`config.mk`:
```
export PLATFORM = sky130hd
export DESIGN_NAME = conv_seq_ctrl
export DESIGN_NICKNAME = d
export VERILOG_FILES = /design/src/rtl/conv_pkg.sv /design/src/rtl/conv_win_cnt.sv /design/src/rtl/conv_seq_ctrl.sv
export SDC_FILE = /design/constraint.sdc
export NUM_CORES = 1
export LEC_CHECK = 0
export BUFFER_PORTS_ARGS = -buffer_cell sky130_fd_sc_hd__buf_2
export CAP_MARGIN = 10
export CORE_MARGIN = 2
export CORE_UTILIZATION = 40
export DETAILED_ROUTE_END_ITERATION = 12
export SYNTH_ARGS = -nofsm -noshare
export SYNTH_HDL_FRONTEND = slang
export SYNTH_SLANG_ARGS = --single-unit
```
`constraint.sdc`:
```
create_clock -name clk -period 1.7 [get_ports clk]
set_clock_uncertainty 0.1 [all_clocks]
set_input_delay 0.17 -clock clk [delete_from_list [all_inputs] [get_ports clk]]
set_output_delay 0.17 -clock clk [all_outputs]
set_load 0.1 [all_outputs]
```
`src/rtl/conv_pkg.sv`:
```
// ============================================================================
// Module   : conv_pkg
// Brief    : Shared state encodings, default dimensions and helpers for the
//            convolution sequencing controller.
// Revision : 1.0 - initial release
// ============================================================================
`default_nettype none

package conv_pkg;

    localparam int c_IFMAP_W = 4;
    localparam int c_IFMAP_H = 4;
    localparam int c_K       = 3;
    localparam int c_OUT_W   = c_IFMAP_W - c_K + 1;
    localparam int c_OUT_H   = c_IFMAP_H - c_K + 1;

    typedef logic [2:0] state_t;

    localparam state_t c_ST_IDLE     = 3'd0;
    localparam state_t c_ST_LOAD_IF  = 3'd1;
    localparam state_t c_ST_LOAD_FLT = 3'd2;
    localparam state_t c_ST_COMPUTE  = 3'd3;
    localparam state_t c_ST_DRAIN    = 3'd4;
    localparam state_t c_ST_EMIT     = 3'd5;
    localparam state_t c_ST_FIN      = 3'd6;

    // Bit width able to hold 0..n-1, never narrower than one bit.
    function automatic int cw(input int n);
        return (n <= 1) ? 1 : $clog2(n);
    endfunction

endpackage

`default_nettype wire

```
`src/rtl/conv_win_cnt.sv`:
```
// ============================================================================
// Module   : conv_win_cnt
// Brief    : Nested kx/ky (tap) and ox/oy (pixel) window counters with
//            terminal flags and buffer read / output index generation.
// Revision : 1.0 - initial release
// ============================================================================
`default_nettype none

module conv_win_cnt
    import conv_pkg::*;
#(
    parameter int IFMAP_W = c_IFMAP_W,
    parameter int IFMAP_H = c_IFMAP_H,
    parameter int K       = c_K,
    parameter int AW_I    = $clog2(IFMAP_W * IFMAP_H),
    parameter int AW_F    = $clog2(K * K),
    parameter int AW_O    = $clog2((IFMAP_W - K + 1) * (IFMAP_H - K + 1))
) (
    input  logic            clk,
    input  logic            rst,
    input  logic            clr,
    input  logic            step_k,
    input  logic            step_o,
    output logic            k_first,
    output logic            k_last,
    output logic            o_last,
    output logic [AW_I-1:0] if_addr,
    output logic [AW_F-1:0] flt_addr,
    output logic [AW_O-1:0] out_idx
);

    localparam int c_OW  = IFMAP_W - K + 1;
    localparam int c_OH  = IFMAP_H - K + 1;
    localparam int c_KW  = cw(K);
    localparam int c_OXW = cw(c_OW);
    localparam int c_OYW = cw(c_OH);

    logic [c_KW-1:0]  r_kx;
    logic [c_KW-1:0]  r_ky;
    logic [c_OXW-1:0] r_ox;
    logic [c_OYW-1:0] r_oy;

    logic w_kx_end;
    logic w_ky_end;
    logic w_ox_end;
    logic w_oy_end;

    assign w_kx_end = (r_kx == c_KW'(K - 1));
    assign w_ky_end = (r_ky == c_KW'(K - 1));
    assign w_ox_end = (r_ox == c_OXW'(c_OW - 1));
    assign w_oy_end = (r_oy == c_OYW'(c_OH - 1));

    assign k_first = (r_kx == '0) && (r_ky == '0);
    assign k_last  = w_kx_end && w_ky_end;
    assign o_last  = w_ox_end && w_oy_end;

    assign if_addr  = AW_I'((int'(r_oy) + int'(r_ky)) * IFMAP_W + int'(r_ox) + int'(r_kx));
    assign flt_addr = AW_F'(int'(r_ky) * K + int'(r_kx));
    assign out_idx  = AW_O'(int'(r_oy) * c_OW + int'(r_ox));

    always_ff @(posedge clk) begin
        if (rst || clr) begin
            r_kx <= '0;
            r_ky <= '0;
            r_ox <= '0;
            r_oy <= '0;
        end else begin
            if (step_k) begin
                if (w_kx_end) begin
                    r_kx <= '0;
                    r_ky <= w_ky_end ? '0 : r_ky + c_KW'(1);
                end else begin
                    r_kx <= r_kx + c_KW'(1);
                end
            end
            if (step_o) begin
                if (w_ox_end) begin
                    r_ox <= '0;
                    r_oy <= w_oy_end ? '0 : r_oy + c_OYW'(1);
                end else begin
                    r_ox <= r_ox + c_OXW'(1);
                end
            end
        end
    end

endmodule

`default_nettype wire

```
`src/rtl/conv_seq_ctrl.sv`:
```
// ============================================================================
// Module   : conv_seq_ctrl
// Brief    : Loads ifmap/filter words into their buffers, then sequences the
//            per-pixel MAC taps and flags finished output pixels.
//            Optional macro CONV_CTRL_OVF_EN adds the sticky ovf output.
// Revision : 1.0 - initial release
// ============================================================================
`default_nettype none

module conv_seq_ctrl
    import conv_pkg::*;
#(
    parameter int IFMAP_W = c_IFMAP_W,
    parameter int IFMAP_H = c_IFMAP_H,
    parameter int K       = c_K,
    parameter int AW_I    = $clog2(IFMAP_W * IFMAP_H),
    parameter int AW_F    = $clog2(K * K),
    parameter int AW_O    = $clog2((IFMAP_W - K + 1) * (IFMAP_H - K + 1))
) (
    input  logic            clk,
    input  logic            rst,
    input  logic            en,
    input  logic            done_serial,
    output logic            ifmap_we,
    output logic [AW_I-1:0] ifmap_waddr,
    output logic            filt_we,
    output logic [AW_F-1:0] filt_waddr,
    output logic [AW_I-1:0] rd_ifmap_addr,
    output logic [AW_F-1:0] rd_filt_addr,
    output logic            mac_clr,
    output logic            mac_en,
    output logic            out_valid,
    output logic [AW_O-1:0] out_idx,
    output logic            busy,
    output logic            done
`ifdef CONV_CTRL_OVF_EN
    ,
    output logic            ovf
`endif
);

    localparam int c_N_IF = IFMAP_W * IFMAP_H;
    localparam int c_N_F  = K * K;

    state_t          r_state;
    state_t          w_state_nxt;
    logic [AW_I-1:0] r_if_cnt;
    logic [AW_I-1:0] w_if_cnt_nxt;
    logic [AW_F-1:0] r_flt_cnt;
    logic [AW_F-1:0] w_flt_cnt_nxt;
    logic            r_tap_d;
    logic            r_first_d;

    logic            w_run;
    logic            w_acc;
    logic            w_tap;
    logic            w_win_clr;
    logic            w_step_o;
    logic            w_k_first;
    logic            w_k_last;
    logic            w_o_last;
    logic [AW_I-1:0] w_if_raddr;
    logic [AW_F-1:0] w_flt_raddr;

    // Reset overrides every strobe in the same cycle, not just the next one.
    assign w_run = en && !rst;
    assign w_acc = en && done_serial;

    conv_win_cnt #(
        .IFMAP_W (IFMAP_W),
        .IFMAP_H (IFMAP_H),
        .K       (K),
        .AW_I    (AW_I),
        .AW_F    (AW_F),
        .AW_O    (AW_O)
    ) u_win (
        .clk      (clk),
        .rst      (rst),
        .clr      (w_win_clr),
        .step_k   (w_tap),
        .step_o   (w_step_o),
        .k_first  (w_k_first),
        .k_last   (w_k_last),
        .o_last   (w_o_last),
        .if_addr  (w_if_raddr),
        .flt_addr (w_flt_raddr),
        .out_idx  (out_idx)
    );

    always_comb begin
        w_state_nxt   = r_state;
        w_if_cnt_nxt  = r_if_cnt;
        w_flt_cnt_nxt = r_flt_cnt;
        w_win_clr     = 1'b0;
        w_step_o      = 1'b0;
        w_tap         = 1'b0;
        ifmap_we      = 1'b0;
        filt_we       = 1'b0;
        out_valid     = 1'b0;
        done          = 1'b0;
        if (w_run) begin
            case (r_state)
                c_ST_IDLE: begin
                    if (done_serial) begin
                        ifmap_we     = 1'b1;
                        w_if_cnt_nxt = AW_I'(1);
                        w_state_nxt  = c_ST_LOAD_IF;
                    end
                end
                c_ST_LOAD_IF: begin
                    if (done_serial) begin
                        ifmap_we = 1'b1;
                        if (r_if_cnt == AW_I'(c_N_IF - 1)) begin
                            w_if_cnt_nxt = '0;
                            w_state_nxt  = c_ST_LOAD_FLT;
                        end else begin
                            w_if_cnt_nxt = r_if_cnt + AW_I'(1);
                        end
                    end
                end
                c_ST_LOAD_FLT: begin
                    if (done_serial) begin
                        filt_we = 1'b1;
                        if (r_flt_cnt == AW_F'(c_N_F - 1)) begin
                            w_flt_cnt_nxt = '0;
                            w_win_clr     = 1'b1;
                            w_state_nxt   = c_ST_COMPUTE;
                        end else begin
                            w_flt_cnt_nxt = r_flt_cnt + AW_F'(1);
                        end
                    end
                end
                c_ST_COMPUTE: begin
                    w_tap = 1'b1;
                    if (w_k_last) begin
                        w_state_nxt = c_ST_DRAIN;
                    end
                end
                c_ST_DRAIN: begin
                    w_state_nxt = c_ST_EMIT;
                end
                c_ST_EMIT: begin
                    out_valid = 1'b1;
                    if (w_o_last) begin
                        w_win_clr   = 1'b1;
                        w_state_nxt = c_ST_FIN;
                    end else begin
                        w_step_o    = 1'b1;
                        w_state_nxt = c_ST_COMPUTE;
                    end
                end
                c_ST_FIN: begin
                    done        = 1'b1;
                    w_state_nxt = c_ST_IDLE;
                end
                default: begin
                    w_state_nxt = c_ST_IDLE;
                end
            endcase
        end
    end

    always_ff @(posedge clk) begin
        if (rst) begin
            r_state       <= c_ST_IDLE;
            r_if_cnt      <= '0;
            r_flt_cnt     <= '0;
            r_tap_d       <= 1'b0;
            r_first_d     <= 1'b0;
            rd_ifmap_addr <= '0;
            rd_filt_addr  <= '0;
        end else if (en) begin
            r_state   <= w_state_nxt;
            r_if_cnt  <= w_if_cnt_nxt;
            r_flt_cnt <= w_flt_cnt_nxt;
            r_tap_d   <= w_tap;
            r_first_d <= w_tap && w_k_first;
            if (w_tap) begin
                rd_ifmap_addr <= w_if_raddr;
                rd_filt_addr  <= w_flt_raddr;
            end
        end
    end

    assign ifmap_waddr = r_if_cnt;
    assign filt_waddr  = r_flt_cnt;
    assign mac_en      = w_run && r_tap_d;
    assign mac_clr     = w_run && r_tap_d && r_first_d;
    assign busy        = (r_state != c_ST_IDLE);

`ifdef CONV_CTRL_OVF_EN
    logic r_ovf;

    // A word arriving while the window is being walked has nowhere to go.
    always_ff @(posedge clk) begin
        if (rst) begin
            r_ovf <= 1'b0;
        end else if (w_acc && (r_state inside {c_ST_COMPUTE, c_ST_DRAIN, c_ST_EMIT, c_ST_FIN})) begin
            r_ovf <= 1'b1;
        end
    end

    assign ovf = r_ovf;
`endif

endmodule

`default_nettype wire
```
==> key figures, run 1 <==
Critical path
  • Worst R2R End: rd_filt_addr[2]
  • Crit path kind: reg2reg
  • Reg2reg path depth: 5
  • Startpoint types: register
  • CP Data Required Time: around 1.8 ns
  • RR Startpoint: u_win.r_ky[0]
  • CP startpoint: u_win.r_ky[0]
  • Setup crit end: rd_filt_addr[2]
  • Crit-path max FO: 2
  • Critical path arrival: 1.88 ns
  • R2r setup slk: -0.1 ns
  • Crit. End Element: register

STA
  • Final WS setup: -0.09887 ns
  • Fin. max-slew vios: 0
  • Slew @ Worst Pin: ~0.5 ns
  • Min cycle time layout: 1.799 ns
  • FMAX: 555.9 MHz
  • Setup violations, final: 6
  • Final cycle utilization of the critical path: 105.8%
  • RSZ-0062 raised after global routing: yes
  • Fin. Hold Viols: 0
  • Relative slew slack: 67.34%

Run status
  • Outcome: finished, violations left
  • Failing checks: setup timing

Synth
  • Xor-xnor portion of the synthesized cell area: 3.429%
  • Cell count after synthesis: 175
  • Synthesized Nets: 193
  • Fraction of registers with async set/reset: 0%
  • Synth warn: 0
  • Synth cell types: 49
  • Avg Cell Area, Syn: 8.758 um2
  • Mux share of post-synthesis cell area: around 1.3%
  • Compound-gate portion of the synthesized area: around 14%
  • Mapped Area: between 1500 and 2000 um2
  • Yosys reg bits: 27
  • EDFF count, synth: 0
  • Synth Area in Adders: 12.41%
  • Top_reg_cell synth: dfxtp_1
  • Synth Area in Simple Gates: between 20% and 30%
  • Seq/Total Area, Yosys: a little over a third
  • Largest family of logic cells by synthesized area: simple AND/OR/NAND/NOR gates

Final layout
  • Layout area overhead: 37.96%
  • Share of layout cells above drive strength 1: 42.47%
  • Post-route cell area: 2115 um2
  • Antenna cells: 0
  • Final net count: 238
  • Core Util, Final: between 50 and 60%
  • Final std cells w/o fill: about 270
  • Fillers: between 300 and 400
  • Commonest non-fill, non-tap cell in the layout: buf_4
  • Most frequent cells in the layout: 24 x buf_4, 21 x buf_2, 19 x nand2_1

Route
  • 1st-iter DRT viols: 35
  • Antenna Nets Post-Route: 0
  • Remaining DRCs: 0
  • Final WL: between 3000 and 4000 um
  • Drt pass-1 iters: 4
  • DR WL/cell: between 10 and 15 um
  • Via/cell ratio: 5.086
  • Detailed-route via count: 1358

Power
  • Seq pwr share: a little over half
  • Clock Power Share: approximately a third
  • Switch Pwr: about 330 uW
  • Sw Share: 28.00%
  • Power share of the combinational group: between 10% and 20%
  • Pleak: 0.0008844 uW
  • Total power: 1184 uW
  • VDD IR max: roughly 0.25 mV
  • Cell-internal power: 852.4 uW
  • PwrDens: 559.9 nW/um2

Clock tree
  • CTS Hold Bufs: 0
  • Clock root buffer: clkbuf_8
  • H-tree depth: 1
  • Clk_lat worst skew: about 0.28 ns
  • Worst-path clk slew: 0.10 ns
  • # clock sinks: 27
  • Clk buf depth: 2
  • TritonCTS clock tree: yes
  • CTS Buf Count: 3

Placement
  • PortBufs: 28
  • Placed inst area: about 2000 um2
  • Final HPWL DP: 2694 um
  • GPL Wtd Cong: 0.8309
  • Placed Cells incl. Taps: 257

Floorplanning
  • Die Height: 65.90 um
  • FP Rows: 22
  • Die width: 65.90 um
  • Boundary Pins: 29
  • Placeable Area: ~3700 um2
  • Starting Density: roughly two fifths
  • Die area: 4343 um2

Global routing
  • Initial antenna violation count: 0
  • Overflow left after global routing: 0
  • Largest net degree at the start of global routing: 16
  • Vias in the first global route: 1287
  • Tot GR Track Use: 17.18%
  • First-pass GRT wire length: 5789 um

Worst hold path
  • Hold/Removal Path Class: in2reg

Run
  • Max-cap check violation count: 0
-- per-layer routing --
metal  share of wire (%)  track usage (%)  vias to the layer above
met5                   0                0                        -
met4                 1.6            8.333                        0
met3                 2.4            2.896                        6
met2                  52            30.81                       16
met1                  44            19.51                      645
li1                    -                -                      691
-- sequential cells by signal, indices dropped and copies added (netlist names) --
name and cells:
r_first_d 1, u_win.r_ox 1, r_tap_d 1, rd_filt_addr 4, u_win.r_oy 1, rd_ifmap_addr 4, r_state 3, u_win.r_ky 2
ifmap_waddr 4, filt_waddr 4, u_win.r_kx 2
-- per-stage QoR --
step / TNS [ns] / hold WS, ns / worst slack, ns
after global routing: -0.8479 / 0.03771 / -0.1425
after floorplan: -0.4987 / 0.2072 / -0.1888
after CTS: -0.3156 / 0.02733 / -0.1038
after global placement: -0.05141 / 0.3289 / -0.05141
final: -0.3004 / 0.03042 / -0.09887
after detailed placement: -0.1776 / 0.3290 / -0.1073
-- power groups by stage --
stage               clock network (uW)  registers (uW)  logic [uW]
detailed placement                   0             650         155
floorplan                            0             658         107
global route                       419             637         182
CTS                                387             636         163
global placement                     0             650         152
finish                             377             636         171
-- repair_timing --
action / CTS / global route
setup buffers: 0 / 6
endpoints found under the setup margin: 7 / 11
gates resized for setup: 8 / 8
pin swaps: 2 / 6
-- Yosys cell counts (4+ instances only) --
cell      instances  area (um2)
a21oi_1          10       50.05
and2_1            4       25.02
buf_2             5       25.02
clkbuf_1          4       15.01
dfxtp_1          27       540.5
ha_1             12       150.1
inv_1             7       26.28
nand2_1          19       71.32
nand3_1           7       35.03
nor2_1           10       37.54
o21ai_0          10       50.05
xnor2_1           4       35.03
-- worst min path at each step --
stage / start / to / slack, ns / cells past startpoint
2_1_floorplan: done_serial / ifmap_waddr[0] / 0.21 / 2
3_3_place_gp: rst / r_first_d / 0.33 / 2
3_5_place_dp: rst / r_first_d / 0.33 / 2
4_1_cts: rst / r_first_d / 0.03 / 2
5_1_grt: rst / r_first_d / 0.04 / 2
6_report: rst / r_first_d / 0.03 / 2
-- cells by family after synthesis --
| kind of cell | Yosys count |
|---|---|
| and+or+nand+nor | 72 |
| AOI/OAI and AO/OA | 34 |
| buffers and inverters | 20 |
| DFF | 27 |
| muxes | 2 |
| xor gates and xnor gates | 6 |
| adders and majority gates | 14 |
-- final cells by class --
class | count | area, um2 | share of cell area [%]
timing repair buffer | 52 | 416.7 | 19.70
clock buffer | 3 | 41.29 | 1.953
multi-input combinational | 128 | 978.4 | 46.27
clock inverter | 1 | 5.005 | 0.2367
sequential | 27 | 578.1 | 27.34
tap | 48 | 60.06 | 2.840
inverter | 8 | 35.03 | 1.657
-- critical path, cell delays in order, from the launching register on --
cell and delay (ns):
dfxtp_2 0.35, fa_1 0.54, ha_2 0.18, fa_1 0.42, nand2_1 0.07, o21ai_1 0.05
Power figures use the tool's default switching activity.
==> run 2, diff against run 1 <==
Settings changed: CORE_MARGIN 2 to 10.
==> key figures, run 2 (synthesis results as in run 1) <==
STA
  • RSZ-0062 raised after global routing: yes (unchanged)
  • Relative slew slack: 66.57% (was 67.34%)
  • Min cycle time layout: 1.776 ns (was 1.799 ns)
  • Final WS setup: -0.07565 ns (was -0.09887 ns)
  • Setup violations, final: 2 (was 6)
  • Slew @ Worst Pin: 0.5049 ns (was 0.4933 ns)
  • Final cycle utilization of the critical path: 104.4% (was 105.8%)
  • Fin. Hold Viols: 0 (unchanged)
  • FMAX: 563.2 MHz (was 555.9 MHz)
  • Fin. max-slew vios: 0 (unchanged)

Run status
  • Failing checks: setup timing (unchanged)
  • Outcome: finished, violations left (unchanged)

Global routing
  • Vias in the first global route: 1317 (was 1287)
  • First-pass GRT wire length: 6120 um (was 5789 um)
  • Tot GR Track Use: 11.48% (was 17.18%)
  • Overflow left after global routing: 0 (unchanged)
  • Initial antenna violation count: 0 (unchanged)
  • Largest net degree at the start of global routing: 16 (unchanged)

Route
  • Remaining DRCs: 0 (unchanged)
  • Via/cell ratio: 4.974 (was 5.086)
  • Detailed-route via count: 1358 (unchanged)
  • DR WL/cell: 14.47 um (was 13.51 um)
  • 1st-iter DRT viols: 65 (was 35)
  • Final WL: 3950 um (was 3607 um)
  • Antenna Nets Post-Route: 0 (unchanged)
  • Drt pass-1 iters: 4 (unchanged)

Critical path
  • CP Data Required Time: 1.77 ns (was 1.78 ns)
  • CP Cell Sequence: fa_1 -> ha_2 -> fa_1 -> nand2_1 -> o21ai_1 (unchanged)
  • Crit-path max FO: 2 (unchanged)
  • Worst path slowest cell: fa_1 (unchanged)
  • Crit path kind: reg2reg (unchanged)
  • Critical path arrival: 1.85 ns (was 1.88 ns)
  • Largest stage delay on the critical path: 0.54 ns (about the same)
  • Startpoint types: register (unchanged)
  • Crit. End Element: register (unchanged)
  • Most Frequent Cell on Critical Path: fa_1 (unchanged)

Floorplanning
  • Placeable Area: 3689 um2 (was 3661 um2)
  • Starting Density: 41.55% (was 41.87%)
  • FP Rows: 22 (unchanged)
  • Die area: 6708 um2 (was 4343 um2)
  • Die Height: 81.90 um (was 65.90 um)
  • Die width: 81.90 um (was 65.90 um)
  • Boundary Pins: 29 (unchanged)

Clock tree
  • TritonCTS clock tree: yes (unchanged)
  • Clk_lat worst skew: 0.28 ns (about the same)
  • CTS Buf Count: 3 (unchanged)
  • Worst-path clk slew: 0.09 ns (was 0.10 ns)
  • Clock root buffer: clkbuf_8 (unchanged)
  • Clk buf depth: 2 (unchanged)
  • H-tree depth: 1 (unchanged)
  • # clock sinks: 27 (unchanged)

Final layout
  • Fillers: 335 (was 330)
  • Most frequent cells in the layout: 27 x buf_4, 21 x buf_2, 19 x nand2_1 (was 24 x buf_4, 21 x buf_2, 19 x nand2_1)
  • Antenna cells: 0 (unchanged)
  • Final std cells w/o fill: 273 (was 267)
  • Final net count: 244 (was 238)
  • Layout area overhead: 45.47% (was 37.96%)
  • Commonest non-fill, non-tap cell in the layout: buf_4 (unchanged)
  • Share of layout cells above drive strength 1: 45.78% (was 42.47%)
  • Core Util, Final: 60.45% (was 57.76%)

Placement
  • Final HPWL DP: 2885 um (was 2694 um)
  • PortBufs: 28 (unchanged)
  • GPL Wtd Cong: 0.7812 (was 0.8309)
  • Placed Cells incl. Taps: 253 (was 257)

Worst hold path
  • Hold/Removal Path Class: in2reg (unchanged)

Power
  • PwrDens: 546.2 nW/um2 (was 559.9 nW/um2)
  • Pleak: 0.0009346 uW (was 0.0008844 uW)
  • VDD IR max: 0.2801 mV (was 0.2544 mV)

Run
  • Max-cap check violation count: 0 (unchanged)
[run 2: critical path: cells and delay by family, from the launching register on]
family	cells	cell delay [ns]
and+or+nand+nor	1	0.06
DFF	1	0.34
adders and majority gates	3	1.12
AOI/OAI and AO/OA	1	0.05
[run 2: metrics by stage]
stage / total power (uW) / TNS, ns / hold slack, ns / worst slack, ns / instance area [um2]
6_report: 1218 / -0.08011 / 0.06966 / -0.07565 / 2230
5_1_grt: 1277 / -0.5303 / 0.07123 / -0.1519 / 2230
4_1_cts: 1200 / -0.1854 / 0.05727 / -0.08863 / 2082
3_5_place_dp: 801.6 / -0.1576 / 0.3496 / -0.1191 / 1938
3_3_place_gp: 796.1 / -0.05478 / 0.3468 / -0.05478 / 1938
2_1_floorplan: 765.5 / -0.4987 / 0.2072 / -0.1888 / 1625
[run 2: final cells by class]
class | count | area, um2 | share of cell area, %
clock buffer | 3 | 41.29 | 1.852
clock inverter | 1 | 5.005 | 0.2245
inverter | 8 | 37.54 | 1.684
multi-input combinational | 128 | 1010 | 45.29
sequential | 27 | 585.6 | 26.26
tap | 48 | 60.06 | 2.694
timing repair buffer | 58 | 490.5 | 22.00
[run 2: path summary, 6_finish.rpt]
path                            cells after the start       startpoint  slack, ns         endpoint
worst min-delay path                                2              rst       0.07        r_first_d
worst max-delay path                                5    u_win.r_kx[1]      -0.08  rd_filt_addr[2]
worst max register to register                      5    u_win.r_kx[1]      -0.08  rd_filt_addr[2]
worst min register to register                      2  rd_filt_addr[2]       0.36  rd_filt_addr[2]
[run 2: power breakdown]
part / switching (uW) / leakage (uW) / internal (uW)
combinational: 124 / 0.000681 / 90.6
sequential: 8.10 / 0.000228 / 624
clock: 207 / 0.0000255 / 165
total: 339 / 0.000935 / 879
[run 2: metal layers]
layer	vias to the layer above	track usage (%)	wire length, um
met5	-	0	0
met4	0	4.592	51
met3	5	2.183	152
met2	20	21.71	2149
met1	628	12.12	1596
li1	705	-	-
[run 2: what timing repair did]
item,CTS,global route
hold buffers,0,0
buffers inserted,3,13
pin swaps,7,12
setup endpoints to repair,14,10
gates resized for setup,22,14
==> run 3, diff against run 2 <==
Settings changed: CORE_ASPECT_RATIO set to 0.7.
==> key figures, run 3 (synthesis results as in run 1) <==
Run
  • Max-cap check violation count: 0 (unchanged)

Global routing
  • Vias in the first global route: 1321 (was 1317)
  • Initial antenna violation count: 0 (unchanged)
  • Overflow left after global routing: 0 (unchanged)
  • Tot GR Track Use: 11.67% (was 11.48%)
  • Largest net degree at the start of global routing: 15 (was 16)
  • First-pass GRT wire length: 6423 um (was 6120 um)

Floorplanning
  • Starting Density: 42.53% (was 41.55%)
  • Boundary Pins: 29 (unchanged)
  • FP Rows: 18 (was 22)
  • Die area: 6747 um2 (was 6708 um2)
  • Placeable Area: 3603 um2 (was 3689 um2)
  • Die width: 93.99 um (was 81.90 um)
  • Die Height: 71.79 um (was 81.90 um)

STA
  • Setup violations, final: 4 (was 2)
  • Worst Hold Slack: 0.03521 ns (was 0.06966 ns)
  • Final WS setup: -0.08301 ns (was -0.07565 ns)
  • Final cycle utilization of the critical path: 104.9% (was 104.4%)
  • Slew @ Worst Pin: 0.5026 ns (was 0.5049 ns)
  • Fin. max-slew vios: 0 (unchanged)
  • Fin. Hold Viols: 0 (unchanged)
  • Setup TNS: -0.1485 ns (was -0.08011 ns)
  • Min cycle time layout: 1.783 ns (was 1.776 ns)
  • FMAX: 560.8 MHz (was 563.2 MHz)
  • Relative slew slack: 66.72% (was 66.57%)
  • RSZ-0062 raised after global routing: yes (unchanged)

Clock tree
  • Clock root buffer: clkbuf_8 (unchanged)
  • CTS Hold Bufs: 0 (unchanged)
  • Clk_lat worst skew: 0.27 ns (was 0.28 ns)
  • Clk buf depth: 2 (unchanged)
  • Worst-path clk slew: 0.09 ns (about the same)
  • TritonCTS clock tree: yes (unchanged)
  • # clock sinks: 27 (unchanged)
  • CTS Buf Count: 3 (unchanged)
  • H-tree depth: 1 (unchanged)

Worst hold path
  • Hold/Removal Path Class: in2reg (unchanged)

Placement
  • Worst slack, placed: -0.09255 ns (was -0.1191 ns)
  • PortBufs: 28 (unchanged)
  • Final HPWL DP: 3089 um (was 2885 um)
  • GPL Wtd Cong: 0.8018 (was 0.7812)
  • Placed Cells incl. Taps: 260 (was 253)
  • Placed inst area: 1978 um2 (was 1938 um2)

Critical path
  • Crit-path max FO: 2 (unchanged)
  • Reg2reg path depth: 5 (unchanged)
  • Worst R2R End: rd_filt_addr[2] (unchanged)
  • CP startpoint: u_win.r_ky[0] (was u_win.r_kx[1])
  • CP Data Required Time: 1.77 ns (about the same)
  • Startpoint types: register (unchanged)
  • Crit path kind: reg2reg (unchanged)
  • Setup crit end: rd_filt_addr[2] (unchanged)
  • R2r setup slk: -0.08 ns (about the same)
  • Critical path arrival: 1.85 ns (about the same)
  • RR Startpoint: u_win.r_ky[0] (was u_win.r_kx[1])
  • Crit. End Element: register (unchanged)

Power
  • VDD IR max: 0.3728 mV (was 0.2801 mV)
  • PwrDens: 545.8 nW/um2 (was 546.2 nW/um2)
  • Pleak: 0.0009146 uW (was 0.0009346 uW)

Run status
  • Outcome: finished, violations left (unchanged)
  • Failing checks: setup timing (unchanged)

Final layout
  • Share of layout cells above drive strength 1: 44.64% (was 45.78%)
  • Antenna cells: 0 (unchanged)
  • Register area: 585.6 um2 (unchanged)
  • Final net count: 243 (was 244)
  • Commonest non-fill, non-tap cell in the layout: buf_4 (unchanged)
  • Most frequent cells in the layout: 26 x buf_4, 21 x buf_2, 19 x nand2_1 (was 27 x buf_4, 21 x buf_2, 19 x nand2_1)
  • Post-route cell area: 2210 um2 (was 2230 um2)
  • Final std cells w/o fill: 274 (was 273)
  • Multi-input logic area: 1007 um2 (was 1010 um2)
  • Fillers: 313 (was 335)
  • Layout area overhead: 44.16% (was 45.47%)

Route
  • Remaining DRCs: 0 (unchanged)
  • Final WL: 4148 um (was 3950 um)
  • Detailed-route via count: 1412 (was 1358)
  • 1st-iter DRT viols: 106 (was 65)
  • Drt pass-1 iters: 4 (unchanged)
  • DR WL/cell: 15.14 um (was 14.47 um)
  • Antenna Nets Post-Route: 0 (unchanged)
  • Via/cell ratio: 5.153 (was 4.974)
## run 3: cell type report
type                            instances  area share (%)
Multi-Input combinational cell        128           45.58
Timing Repair Buffer                   57           21.46
Clock buffer                            4           2.039
Inverter                                8           1.586
Sequential cell                        27           26.50
Tap cell                               50           2.831
## run 3: worst max-delay path, stage by stage (launching register included)
cell and delay (ns):
dfxtp_2 0.34, fa_1 0.54, ha_2 0.18, fa_1 0.40, nand2_1 0.07, o21ai_1 0.05
## run 3: through the flow
stage / utilization [%] / total power [uW]
floorplan: - / 765.5
global placement: 54.90 / 803.2
detailed placement: 54.90 / 807.9
CTS: 58.09 / 1194
global route: 61.32 / 1253
finish: 61.32 / 1206
## run 3: where the power goes
part / switching [uW] / internal (uW)
sequential: 8.06 / 624
clock: 199 / 168
combinational: 124 / 83.5
## run 3: repair_timing
item,in CTS,in global routing
endpoints found under the hold margin,0,0
buffers inserted,4,7
gates cloned,0,0
gates resized for setup,16,14
pin swaps,5,9
endpoints found under the setup margin,7,9
## run 3: how the worst min path moves through the flow
| stage | start | end | slack, ns | cells after the start |
|---|---|---|---|---|
| after floorplan | done_serial | ifmap_waddr[0] | 0.21 | 2 |
| after global placement | rst | filt_waddr[1] | 0.32 | 2 |
| after detailed placement | rst | filt_waddr[1] | 0.33 | 2 |
| after CTS | rst | filt_waddr[1] | 0.03 | 2 |
| after global routing | rst | filt_waddr[1] | 0.07 | 2 |
| final | rst | filt_waddr[1] | 0.04 | 2 |
## run 3: per-layer routing
metal | track usage, % | up-vias | routed length (um)
met3 | 3.954 | 4 | 200
met2 | 19.74 | 23 | 2087
met5 | 0 | - | 0
met1 | 14.33 | 683 | 1836
li1 | - | 702 | -
met4 | 1.513 | 0 | 22
